[src/rtl/alu_arbiter.sv]
// Round-robin arbiter that shares one external combinational ALU between two requesters.
// Define ALU_ARB_PERF_EN to add the saturating per-requester grant counters.
module alu_arbiter #(
   parameter int WIDTH = 64
) (
   input  logic               clk,
   input  logic               reset,
   input  logic [1:0]         req_valid,
   output logic [1:0]         req_ready,
   input  logic [2*WIDTH-1:0] req_a,
   input  logic [2*WIDTH-1:0] req_b,
   input  logic [5:0]         req_cntrl,
   output logic [1:0]         rsp_valid,
   input  logic [1:0]         rsp_ready,
   output logic [WIDTH-1:0]   rsp_result,
   output logic [3:0]         rsp_flags,
   output logic               rsp_err,
   output logic [WIDTH-1:0]   alu_a,
   output logic [WIDTH-1:0]   alu_b,
   output logic [2:0]         alu_cntrl,
   input  logic [WIDTH-1:0]   alu_result,
   input  logic [3:0]         alu_flags
`ifdef ALU_ARB_PERF_EN
   ,
   output logic [15:0]        perf_grants0,
   output logic [15:0]        perf_grants1
`endif
);

   typedef enum logic [1:0] {
      IDLE = 2'd0,
      EXEC = 2'd1,
      RESP = 2'd2
   } state_t;

   state_t     state;
   state_t     state_nxt;
   logic       owner;
   logic       last_grant;
   logic       op_err;
   logic       accept;
   logic       grant;
   logic [2:0] sel_cntrl;
   logic       sel_illegal;

   // Both valid: the requester that did not win last time goes next.
   always_comb begin
      state_nxt   = state;
      req_ready   = 2'b00;
      rsp_valid   = 2'b00;
      accept      = 1'b0;
      grant       = 1'b0;
      case (state)
         IDLE: begin
            if (req_valid != 2'b00) begin
               accept    = 1'b1;
               grant     = (req_valid == 2'b11) ? ~last_grant : req_valid[1];
               req_ready = grant ? 2'b10 : 2'b01;
               state_nxt = EXEC;
            end
         end
         EXEC: state_nxt = RESP;
         RESP: begin
            rsp_valid = owner ? 2'b10 : 2'b01;
            if (rsp_ready[owner]) state_nxt = IDLE;
         end
         default: state_nxt = IDLE;
      endcase
   end

   always_comb begin
      sel_cntrl   = grant ? req_cntrl[5:3] : req_cntrl[2:0];
      sel_illegal = (sel_cntrl == 3'b001) || (sel_cntrl == 3'b111);
   end

   // The operand registers double as the ALU drive, so they hold outside EXEC.
   always_ff @(posedge clk) begin
      if (reset) begin
         state      <= IDLE;
         owner      <= 1'b0;
         last_grant <= 1'b1;
         alu_a      <= '0;
         alu_b      <= '0;
         alu_cntrl  <= 3'b000;
         op_err     <= 1'b0;
         rsp_result <= '0;
         rsp_flags  <= 4'b0000;
         rsp_err    <= 1'b0;
      end else begin
         state <= state_nxt;
         if (accept) begin
            owner      <= grant;
            last_grant <= grant;
            alu_a      <= grant ? req_a[2*WIDTH-1:WIDTH] : req_a[WIDTH-1:0];
            alu_b      <= grant ? req_b[2*WIDTH-1:WIDTH] : req_b[WIDTH-1:0];
            alu_cntrl  <= sel_illegal ? 3'b000 : sel_cntrl;
            op_err     <= sel_illegal;
         end
         if (state == EXEC) begin
            rsp_result <= op_err ? '0 : alu_result;
            rsp_flags  <= op_err ? 4'b0000 : alu_flags;
            rsp_err    <= op_err;
         end
      end
   end

`ifdef ALU_ARB_PERF_EN
   always_ff @(posedge clk) begin
      if (reset) begin
         perf_grants0 <= 16'h0000;
         perf_grants1 <= 16'h0000;
      end else if (accept) begin
         if (!grant && perf_grants0 != 16'hFFFF) perf_grants0 <= perf_grants0 + 16'd1;
         if (grant && perf_grants1 != 16'hFFFF) perf_grants1 <= perf_grants1 + 16'd1;
      end
   end
`endif

endmodule
[config.mk]
export PLATFORM = sky130hd
export DESIGN_NAME = alu_arbiter
export DESIGN_NICKNAME = d
export VERILOG_FILES = /design/src/rtl/alu_arbiter.sv
export SDC_FILE = /design/constraint.sdc
export NUM_CORES = 1
export LEC_CHECK = 0
export CORE_AREA = 2 2 208 210
export CTS_CLUSTER_DIAMETER = 30
export DETAILED_ROUTE_END_ITERATION = 16
export DIE_AREA = 0 0 210 212
export DONT_BUFFER_PORTS = 1
export HOLD_SLACK_MARGIN = 0.03
export MAX_ROUTING_LAYER = met4
export PLACE_DENSITY_LB_ADDON = 0.08
export SLEW_MARGIN = 20
export SYNTH_ARGS = -nofsm -noshare
export SYNTH_HDL_FRONTEND = slang
export SYNTH_SLANG_ARGS = --single-unit
[constraint.sdc]
create_clock -name clk -period 2 [get_ports clk]
set_input_delay 0.4 -clock clk [delete_from_list [all_inputs] [get_ports clk]]
set_output_delay 0.4 -clock clk [all_outputs]
set_load 0.02 [all_outputs]
Word-level counts from Yosys, hierarchy flattened
Index checks and enable logic that the tools add are counted.
{"block": "totals", "reg_bits": 205, "wordCells": 44, "inputBits": 336}
{"block": "classes", "reduce_logical": 4, "muxes": 21, "eq_ne": 7, "magnitude_cmp": 1, "bitwise_logic": 1}
{"op": "2-to-1 mux 64 bit", "n": 3}
{"op": "2-to-1 mux 2 bit", "n": 7}
{"op": "2-to-1 mux 1 bit", "n": 7}
{"op": "2-to-1 mux 3 bit", "n": 2}
{"op": "one-hot mux 2 bit (3 select lines)", "n": 1}
{"op": "== test 2 bit (second input constant)", "n": 2}
{"op": "2-to-1 mux 4 bit", "n": 1}
{"op": "inequality test 2 bit (second input constant)", "n": 2}
{"op": "== test 3 x 1 -> 1 bit (second input constant)", "n": 1}
{"op": "== test 3 bit (second input constant)", "n": 1}
{"op": "== test 2 x 1 -> 1 bit (second input constant)", "n": 1}
{"op": "logical NOT 2 bit", "n": 1}
{"op": "< comparator 1 x 2 -> 1 bit (second input constant)", "n": 1}
{"op": "AND reduction 2 bit", "n": 1}
{"op": "nonzero test 2 bit", "n": 1}
{"op": "logical OR 1 bit", "n": 1}
{"op": "NOT 1 bit", "n": 1}

Longest topological paths before layout
Gate-level depths: netlist of run 1.
{"block": "depth", "depth_word": 8, "ltp_mapped": 6}

Worst setup path before layout of run 1
No wires, ideal clock.
{"block": "synth_timing", "path_type": "input-to-output", "startpoint": "in req_valid[1]", "endpoint": "out req_ready[0]", "slack_ns": 0.436, "arrival_ns": 1.164, "path_buffers": 2, "path_stages": 4, "path_cell_list": "a21boi_1 -> buf_4 -> clkbuf_1 -> nor2_1"}
{"block": "synth_via", "elab_chain_cells": 5}
{"item": "from (decl)", "line_no": "8", "source": "input logic [1:0] req_valid,"}
{"item": "== test 2 bit", "line_no": "57", "source": "grant = (req_valid == 2'b11) ? ~last_grant : req_valid[1];"}
{"item": "2-to-1 mux 1 bit", "line_no": "57"}
{"item": "2-to-1 mux 2 bit", "line_no": "58", "source": "req_ready = grant ? 2'b10 : 2'b01;"}
{"item": "2-to-1 mux 2 bit *", "line_no": "55", "source": "if (req_valid != 2'b00) begin"}
{"item": "2-to-1 mux 2 bit *", "line_no": "53", "source": "case (state)"}
{"item": "to (decl)", "line_no": "9", "source": "output logic [1:0] req_ready,"}
Every way passes the cells marked *; elsewhere a longest branch is shown, timed or not.

Worst setup path after layout of run 1
{"block": "layout_timing", "startpoint": "reg state[0]", "endpoint": "reg rsp_result[16]"}
{"block": "layout_via", "elab_chain_cells": 1}
{"item": "from (decl)", "line_no": "36", "source": "state_t state;"}
{"item": "from (signal assigned)", "line_no": "90", "source": "state <= state_nxt;"}
{"item": "== test 2 x 1 -> 1 bit", "line_no": "99", "source": "if (state == EXEC) begin"}
{"item": "to (signal assigned)", "line_no": "100", "source": "rsp_result <= op_err ? '0 : alu_result;"}
{"item": "to (decl)", "line_no": "15", "source": "output logic [WIDTH-1:0] rsp_result,"}
No other way between the ends.
A chain may end at the register's enable or synchronous reset.

==> results by group, run 1 <==
Die
  – Die width: roughly 210 microns
  – Starting Density: 0.220
  – Total die area: about 45000 sq um
  – Core ar.: ~43000 sq um
  – Top Ports: 540
  – Die Ht: about 210 microns
  – Rows: between 70 and 80

Clocking
  – Clk buf depth: 3
  – CTS tree: built
  – Clk slew on worst S/H paths: around 0.04 ns
  – H-tree depth: 3
  – Total CTS buffers: 69
  – Sink Count: just over 200
  – Clk_lat worst skew: approximately 0.55 ns
  – Root Driver: clkbuf_16

Route
  – Starting DRT DRC Count: about 570
  – Post-route ant nets: 0
  – Vias: between 10k and 15k
  – Routed len/inst: 24.0 microns
  – DRC viols: 0
  – DRT Pass-1 Iters: 5
  – Vias/cell: 5.29
  – Final WL: between 40000 and 50000 microns

Timing
  – Worst setup margin: approximately 0.058 ns
  – Worst Max-Slew Pin Slew: ~0.56 ns
  – Final hold violations: 0
  – Tmin final: between 1.5 and 2 ns
  – Max-slew violations: 0
  – Worst Skew: around 0.02 ns
  – Max-slew headroom: 0.626
  – Final setup violation count: 0
  – Fmax: just over 0.5 GHz
  – Worst hold slack: 0.0193 ns
  – Post-route clock period utilization: 0.971

Final layout
  – Fill cells: roughly 4.5k
  – Non-filler cells in the finished layout: roughly 1.9k
  – Most common cell after layout, fill and taps aside: dlygate4sd3_1
  – Commonest non-fill, non-tap cells in the layout: 206 x dlygate4sd3_1, 201 x dfxtp_1, 200 x a21oi_1
  – Layout cells sized above 1: 0.134
  – Area growth syn-to-layout: 55.0%
  – Nets: 1637

Global route
  – Initial antenna violation count: 5
  – Vias in the first global route: approximately 9.7k
  – Overflow after GRT: 0
  – Global-route wire length before repair: ~64000 microns
  – Largest net degree at the start of global routing: 204
  – Overall Global Routing Usage: 0.192

Yosys
  – Synth unique cells: 37
  – Seq/Total Area, Yosys: 0.439
  – Syn Nets: 1455
  – Mapped cell area: between 9000 and 10000 sq um
  – #FFs+latches synth: ~210
  – Synth warn: 0
  – Post-Syn Instances: around 1.1k
  – Post-synthesis average cell area: 8.35 sq um

Worst setup path
  – R2R Setup Slk: approximately 0.058 ns
  – Reg2Reg Depth: 7
  – WP data arrival: around 2.4 ns
  – Worst EP required: 2.49 ns
  – Crit path depth: 7
  – Cell family with most CP delay: buffers and inverters
  – Critical path class: reg -> reg
  – Crit-path cells: buf_6 > nor2b_4 > buf_12 > clkbuf_16 > nand3b_1 > a21oi_1 > dlygate4sd3_1
  – Crit path largest cell delay: about 0.57 ns
  – Critical path buffers and inverters: 4
  – Critical path endpoint category: flop
  – Max stage delay cell, worst path: dlygate4sd3_1
  – Crit-path max FO: 17
  – Worst Setup Start Kind: flop

Power and ir drop
  – LEAKAGE: ~5.2 nW
  – Final total power: between 15 and 20 mW
  – Worst vdd ir: 0.536 mV
  – P per Cell Area: around 1300 nW/um^2

Placed design
  – Dpl ws: 0.296 ns
  – Cells after DPL: 1559
  – DP HPWL: between 20000 and 30000 microns
  – GPL Wtd Cong: between 0.7 and 0.8
  – Port bufs: 0

Worst hold path
  – Hold path depth: 2
  – HP Class: in -> reg

Run status
  – Status: complete, no violations

Job
  – Max Cap Viol: 0
==> metrics by stage <==
step | utilization | cell area [sq um] | setup TNS, ns
6_report | 0.341 | 14500 | 0
3_5_place_dp | 0.232 | 9870 | 0
3_3_place_gp | 0.232 | 9870 | 0
4_1_cts | 0.302 | 12900 | 0
5_1_grt | 0.341 | 14500 | -0.0241
2_1_floorplan | - | 9340 | 0
==> per-layer routing <==
layer / share of wire / track usage / vias up
li1: - / - / 4609
met1: 0.38 / 0.211 / 4871
met4: 0.025 / 0.0707 / 0
met5: 0 / - / -
met2: 0.49 / 0.306 / 481
met3: 0.10 / 0.0873 / 86
==> cell families (layout without fill, tap and decap cells) <==
| family | Yosys count | after routing | share of synthesized area |
|---|---|---|---|
| compound gates | 471 | 471 | 0.309 |
| xor+xnor | 2 | 2 | 0.00188 |
| buf+inv | 154 | 384 | 0.0831 |
| flops | 205 | 205 | 0.439 |
| mux | 3 | 3 | 0.00348 |
| other cells | 0 | 4 | 0 |
| simple gates | 284 | 284 | 0.163 |
==> report_power, final <==
part           switching, mW  total, mW  internal, mW
clock network           3.05       10.6          7.59
logic                   1.39       2.53          1.14
registers              0.953       5.51          4.56
==> final cells by class <==
cell class,instances,area (sq um),area share
multi-input combinational,760,4520,0.312
sequential,205,4110,0.284
clock buffer,88,1890,0.130
inverter,4,18.8,0.00130
clock inverter,31,402,0.0277
tap,546,683,0.0472
antenna,4,10.0,0.000691
timing repair buffer,261,2850,0.197
==> cell usage after synthesis, drive strengths merged <==
cell type | instances | area share
dfxtp | 205 | 0.44
a21oi | 200 | 0.11
a311oi | 129 | 0.12
o21ai | 129 | 0.069
nand3 | 128 | 0.069
buf | 83 | 0.054
nand2 | 72 | 0.029
nand3b | 69 | 0.055
clkbuf | 67 | 0.027
inv | 4 | 0.0016
nor2 | 4 | 0.0019
nand4 | 3 | 0.0020
o211ai | 3 | 0.0024
a41o | 2 | 0.0021
mux2 | 2 | 0.0024
o211a | 2 | 0.0021
or2 | 2 | 0.0016
xor2 | 2 | 0.0019
a211o | 1 | 0.00094
a211oi | 1 | 0.00080
a21bo | 1 | 0.0011
a21boi | 1 | 0.00080
a21o | 1 | 0.00080
and3b | 1 | 0.00094
mux2i | 1 | 0.0011
nand2b | 1 | 0.00067
nor2b | 1 | 0.00067
nor3 | 1 | 0.00054
nor3b | 1 | 0.00080
nor4 | 1 | 0.00067
o311a | 1 | 0.0011
==> flip-flops by register name, indices dropped and copies added, names as in the netlist <==
| name | cells |
|---|---|
| last_grant | 1 |
| rsp_result | 64 |
| alu_cntrl | 3 |
| owner | 1 |
| rsp_err | 1 |
| alu_b | 64 |
| alu_a | 64 |
| state | 2 |
| rsp_flags | 4 |
| op_err | 1 |
==> what timing repair did <==
item / in CTS / in global routing
setup endpoints to repair: 3 / 61
endpoints found under the hold margin: 203 / 117
resized for setup: 7 / 4
hold buffers: 64 / 143
pin swaps: 2 / 0
gates cloned: 0 / 6
buffers inserted: 3 / 1
==> path summary, 6_finish.rpt <==
kind	startpoint	endpoint
worst min-delay path	req_a[126]	alu_a[62]$_SDFFE_PP0P_
worst min register to register	rsp_result[49]$_SDFFE_PP0N_	rsp_result[49]$_SDFFE_PP0N_
worst max register to register	state[0]$_SDFFE_PP0P_	rsp_result[16]$_SDFFE_PP0N_
worst max-delay path	state[0]$_SDFFE_PP0P_	rsp_result[16]$_SDFFE_PP0N_
(Power assumes the default switching activity.)
==> run 2, diff against run 1 <==
- PLACE_DENSITY: unset -> 0.41
- PLACE_DENSITY_LB_ADDON: 0.08 -> unset
==> run 2 against run 1 <==
Against the previous run:
- sequential power down 0.7%
- highest routed layer unchanged
- clock skew shrank 0.0070 ns
- fmax down 0.36%
- count of clock-buffer cells in the layout decreased by 8
- combinational power shrank 11%
- the run now ends with negative hold slack left
- hold slack worse by 0.050 ns
- cell area down 6.4%
- die area unchanged
- via count is 4.7% lower
- largest power group unchanged
- routed wire length fell by 14%
==> results by group, run 2 (synthesis results as in run 1) <==
Timing
  – Fmax: 0.513 GHz (-0.36%)
  – Worst setup margin: 0.0512 ns (-0.00703 ns)
  – Max-slew headroom: 0.656 (+0.0300)
  – Post-route clock period utilization: 0.974 (+0.00352)
  – Final hold violations: 15 (+15)
  – Worst Skew: 0.0134 ns (-0.00695 ns)
  – Tmin final: 1.95 ns (+0.00703 ns)
  – Worst hold slack: -0.0307 ns (-0.0500 ns)
  – Max-slew violations: 0 (unchanged)
  – Final setup violation count: 0 (unchanged)
  – RSZ-0062 raised after global routing: true
  – Worst Max-Slew Pin Slew: 0.516 ns (-0.0450 ns)

Placed design
  – DP HPWL: 24600 microns (-12%)
  – GPL Wtd Cong: 0.755 (+4.7%)
  – Port bufs: 0 (unchanged)
  – Dpl ws: 0.307 ns (+0.0108 ns)
  – Area after DPL: 9780 sq um (-0.96%)
  – Cells after DPL: 1548 (-0.71%)

Global route
  – Vias in the first global route: 9148 (-5.7%)
  – Overflow after GRT: 0 (unchanged)
  – Global-route wire length before repair: 56200 microns (-12%)
  – Initial antenna violation count: 5 (unchanged)
  – Largest net degree at the start of global routing: 204 (unchanged)
  – Grt met2 use: 0.261 (-0.0444)
  – Overall Global Routing Usage: 0.167 (-0.0247)
  – GR met3 Demand/Resource: 0.0603 (-0.0270)
  – Grt met1 use: 0.193 (-0.0174)
  – Busiest grt layer: met2

Job
  – Max Cap Viol: 0 (unchanged)

Clocking
  – Root Driver: clkbuf_16
  – Total CTS buffers: 60 (-13%)
  – CTS tree: built
  – Clk slew on worst S/H paths: 0.04 ns (about the same)
  – H-tree depth: 2 (-1)
  – Sink Count: 205 (unchanged)
  – Clk buf depth: 3 (unchanged)
  – Clk_lat worst skew: 0.58 ns (+0.03 ns)

Final layout
  – Non-filler cells in the finished layout: 1813 (-4.5%)
  – Most common cell after layout, fill and taps aside: dfxtp_1
  – Final instance area: 13600 sq um (-6.4%)
  – Fill cells: 4439 (-0.60%)
  – Commonest non-fill, non-tap cells in the layout: 202 x dfxtp_1, 200 x a21oi_1, 138 x dlygate4sd3_1
  – Area growth syn-to-layout: 45.2%
  – Largest regs: alu_a (64), alu_b (64), rsp_result (64)
  – Layout cells sized above 1: 0.130 (-0.00412)
  – Nets: 1548 (-5.4%)

Worst setup path
  – Critical path buffers and inverters: 2 (-2)
  – R2R Path Start: state[0]$_SDFFE_PP0P_
  – Worst EP required: 2.52 ns (+0.03 ns)
  – R2R Setup Slk: 0.05 ns (about the same)
  – Crit-path max FO: 35 (+18)
  – Reg2reg end: rsp_result[5]$_SDFFE_PP0N_
  – Cell family with most CP delay: buffers and inverters
  – WP data arrival: 2.46 ns (+0.03 ns)
  – Critical path class: reg -> reg
  – Reg2Reg Depth: 5 (-2)
  – Critical path endpoint category: flop
  – Max stage delay cell, worst path: dlygate4sd3_1
  – Crit path largest cell delay: 0.56 ns (about the same)
  – Worst Setup Start Kind: flop
  – Crit-path cells: nor2b_4 > buf_12 > nand3b_1 > a21oi_1 > dlygate4sd3_1

Route
  – Vias: 9571 (-4.7%)
  – DRC viols: 0 (unchanged)
  – Final WL: 39500 microns (-14%)
  – Post-route ant nets: 0 (unchanged)
  – DRT Pass-1 Iters: 5 (unchanged)
  – Vias/cell: 5.28 (-0.22%)
  – Routed len/inst: 21.8 microns (-9.4%)
  – Starting DRT DRC Count: 723 (+26%)

Die
  – Starting Density: 0.220 (unchanged)
  – Top Ports: 540 (unchanged)
  – Rows: 76 (unchanged)
  – Core ar.: 42500 sq um (unchanged)
  – Die width: 210 microns (unchanged)
  – Die Ht: 212 microns (unchanged)
  – Total die area: 44500 sq um (unchanged)

Power and ir drop
  – P per Cell Area: 1350 nW/um^2 (+4.4%)
  – Worst vdd ir: 0.760 mV (+42%)
  – Final total power: 18.3 mW (-2.2%)
  – LEAKAGE: 4.83 nW (-7.5%)

Run status
  – Violated checks: negative hold slack
  – Status: complete, but fails checks

Worst hold path
  – Worst hold start: reset
  – Hold path depth: 1 (-1)
  – HP Class: in -> reg
  – Min-Delay Endpoint: alu_a[55]$_SDFFE_PP0P_
## run 2: cell types whose count changed in the layout (fill, tap and decap cells not counted), sizes merged
| cell | previous run | this run |
|---|---|---|
| buf | 50 | 42 |
| inv | 6 | 4 |
| diode | 4 | 6 |
| clkinvlp | 6 | 7 |
| dlygate4sd3 | 206 | 138 |
| bufinv | 8 | 14 |
| clkinv | 15 | 10 |
| clkbuf | 93 | 81 |
## run 2: area by class of cell
class,instances,area (sq um),share of cell area
Multi-Input combinational cell,760,4520,0.334
Sequential cell,205,4110,0.303
Clock buffer,80,1730,0.127
Tap cell,546,683,0.0504
Antenna cell,6,15.0,0.00111
Timing Repair Buffer,181,1960,0.145
Inverter,4,17.5,0.00129
Clock inverter,31,523,0.0386
## run 2: worst max-delay path by stage
stage / start / end / slack, ns / depth (start not counted)
finish: state[0]$_SDFFE_PP0P_ / rsp_result[5]$_SDFFE_PP0N_ / 0.05 / 5
global route: state[0]$_SDFFE_PP0P_ / rsp_result[5]$_SDFFE_PP0N_ / -0.005 / 5
CTS: last_grant$_SDFFE_PP1P_ / req_ready[1] / 0.009 / 3
detailed placement: state[1]$_SDFFE_PP0P_ / alu_a[14]$_SDFFE_PP0P_ / 0.31 / 5
global placement: req_valid[1] / req_ready[0] / 0.29 / 4
floorplan: req_valid[1] / req_ready[0] / 0.44 / 4
## run 2: routing by layer
metal / wire length (microns) / vias to the layer above
met5: 0 / -
met4: 1230 / 0
met3: 3650 / 76
met2: 18900 / 491
met1: 15800 / 4578
li1: - / 4426
## run 2: report_power, final
group / internal [mW] / switching (mW)
combinational: 0.973 / 1.28
sequential: 4.55 / 0.912
clock: 7.75 / 2.81
total: 13.3 / 5.00
## run 2: metrics by stage
stage / utilization / TNS (ns)
after floorplan: - / 0
after global placement: 0.230 / 0
after detailed placement: 0.230 / 0
after CTS: 0.301 / 0
after global routing: 0.319 / -0.00487
final: 0.319 / 0
## run 2: timing repair
action                                  4_1_cts  5_1_grt
endpoints found under the setup margin        2       56
cloned                                        0        1
hold buffers                                 72       66
resized for setup                             6        4
buffers inserted                              6        3
pin swaps                                     2        2
endpoints found under the hold margin       202      130
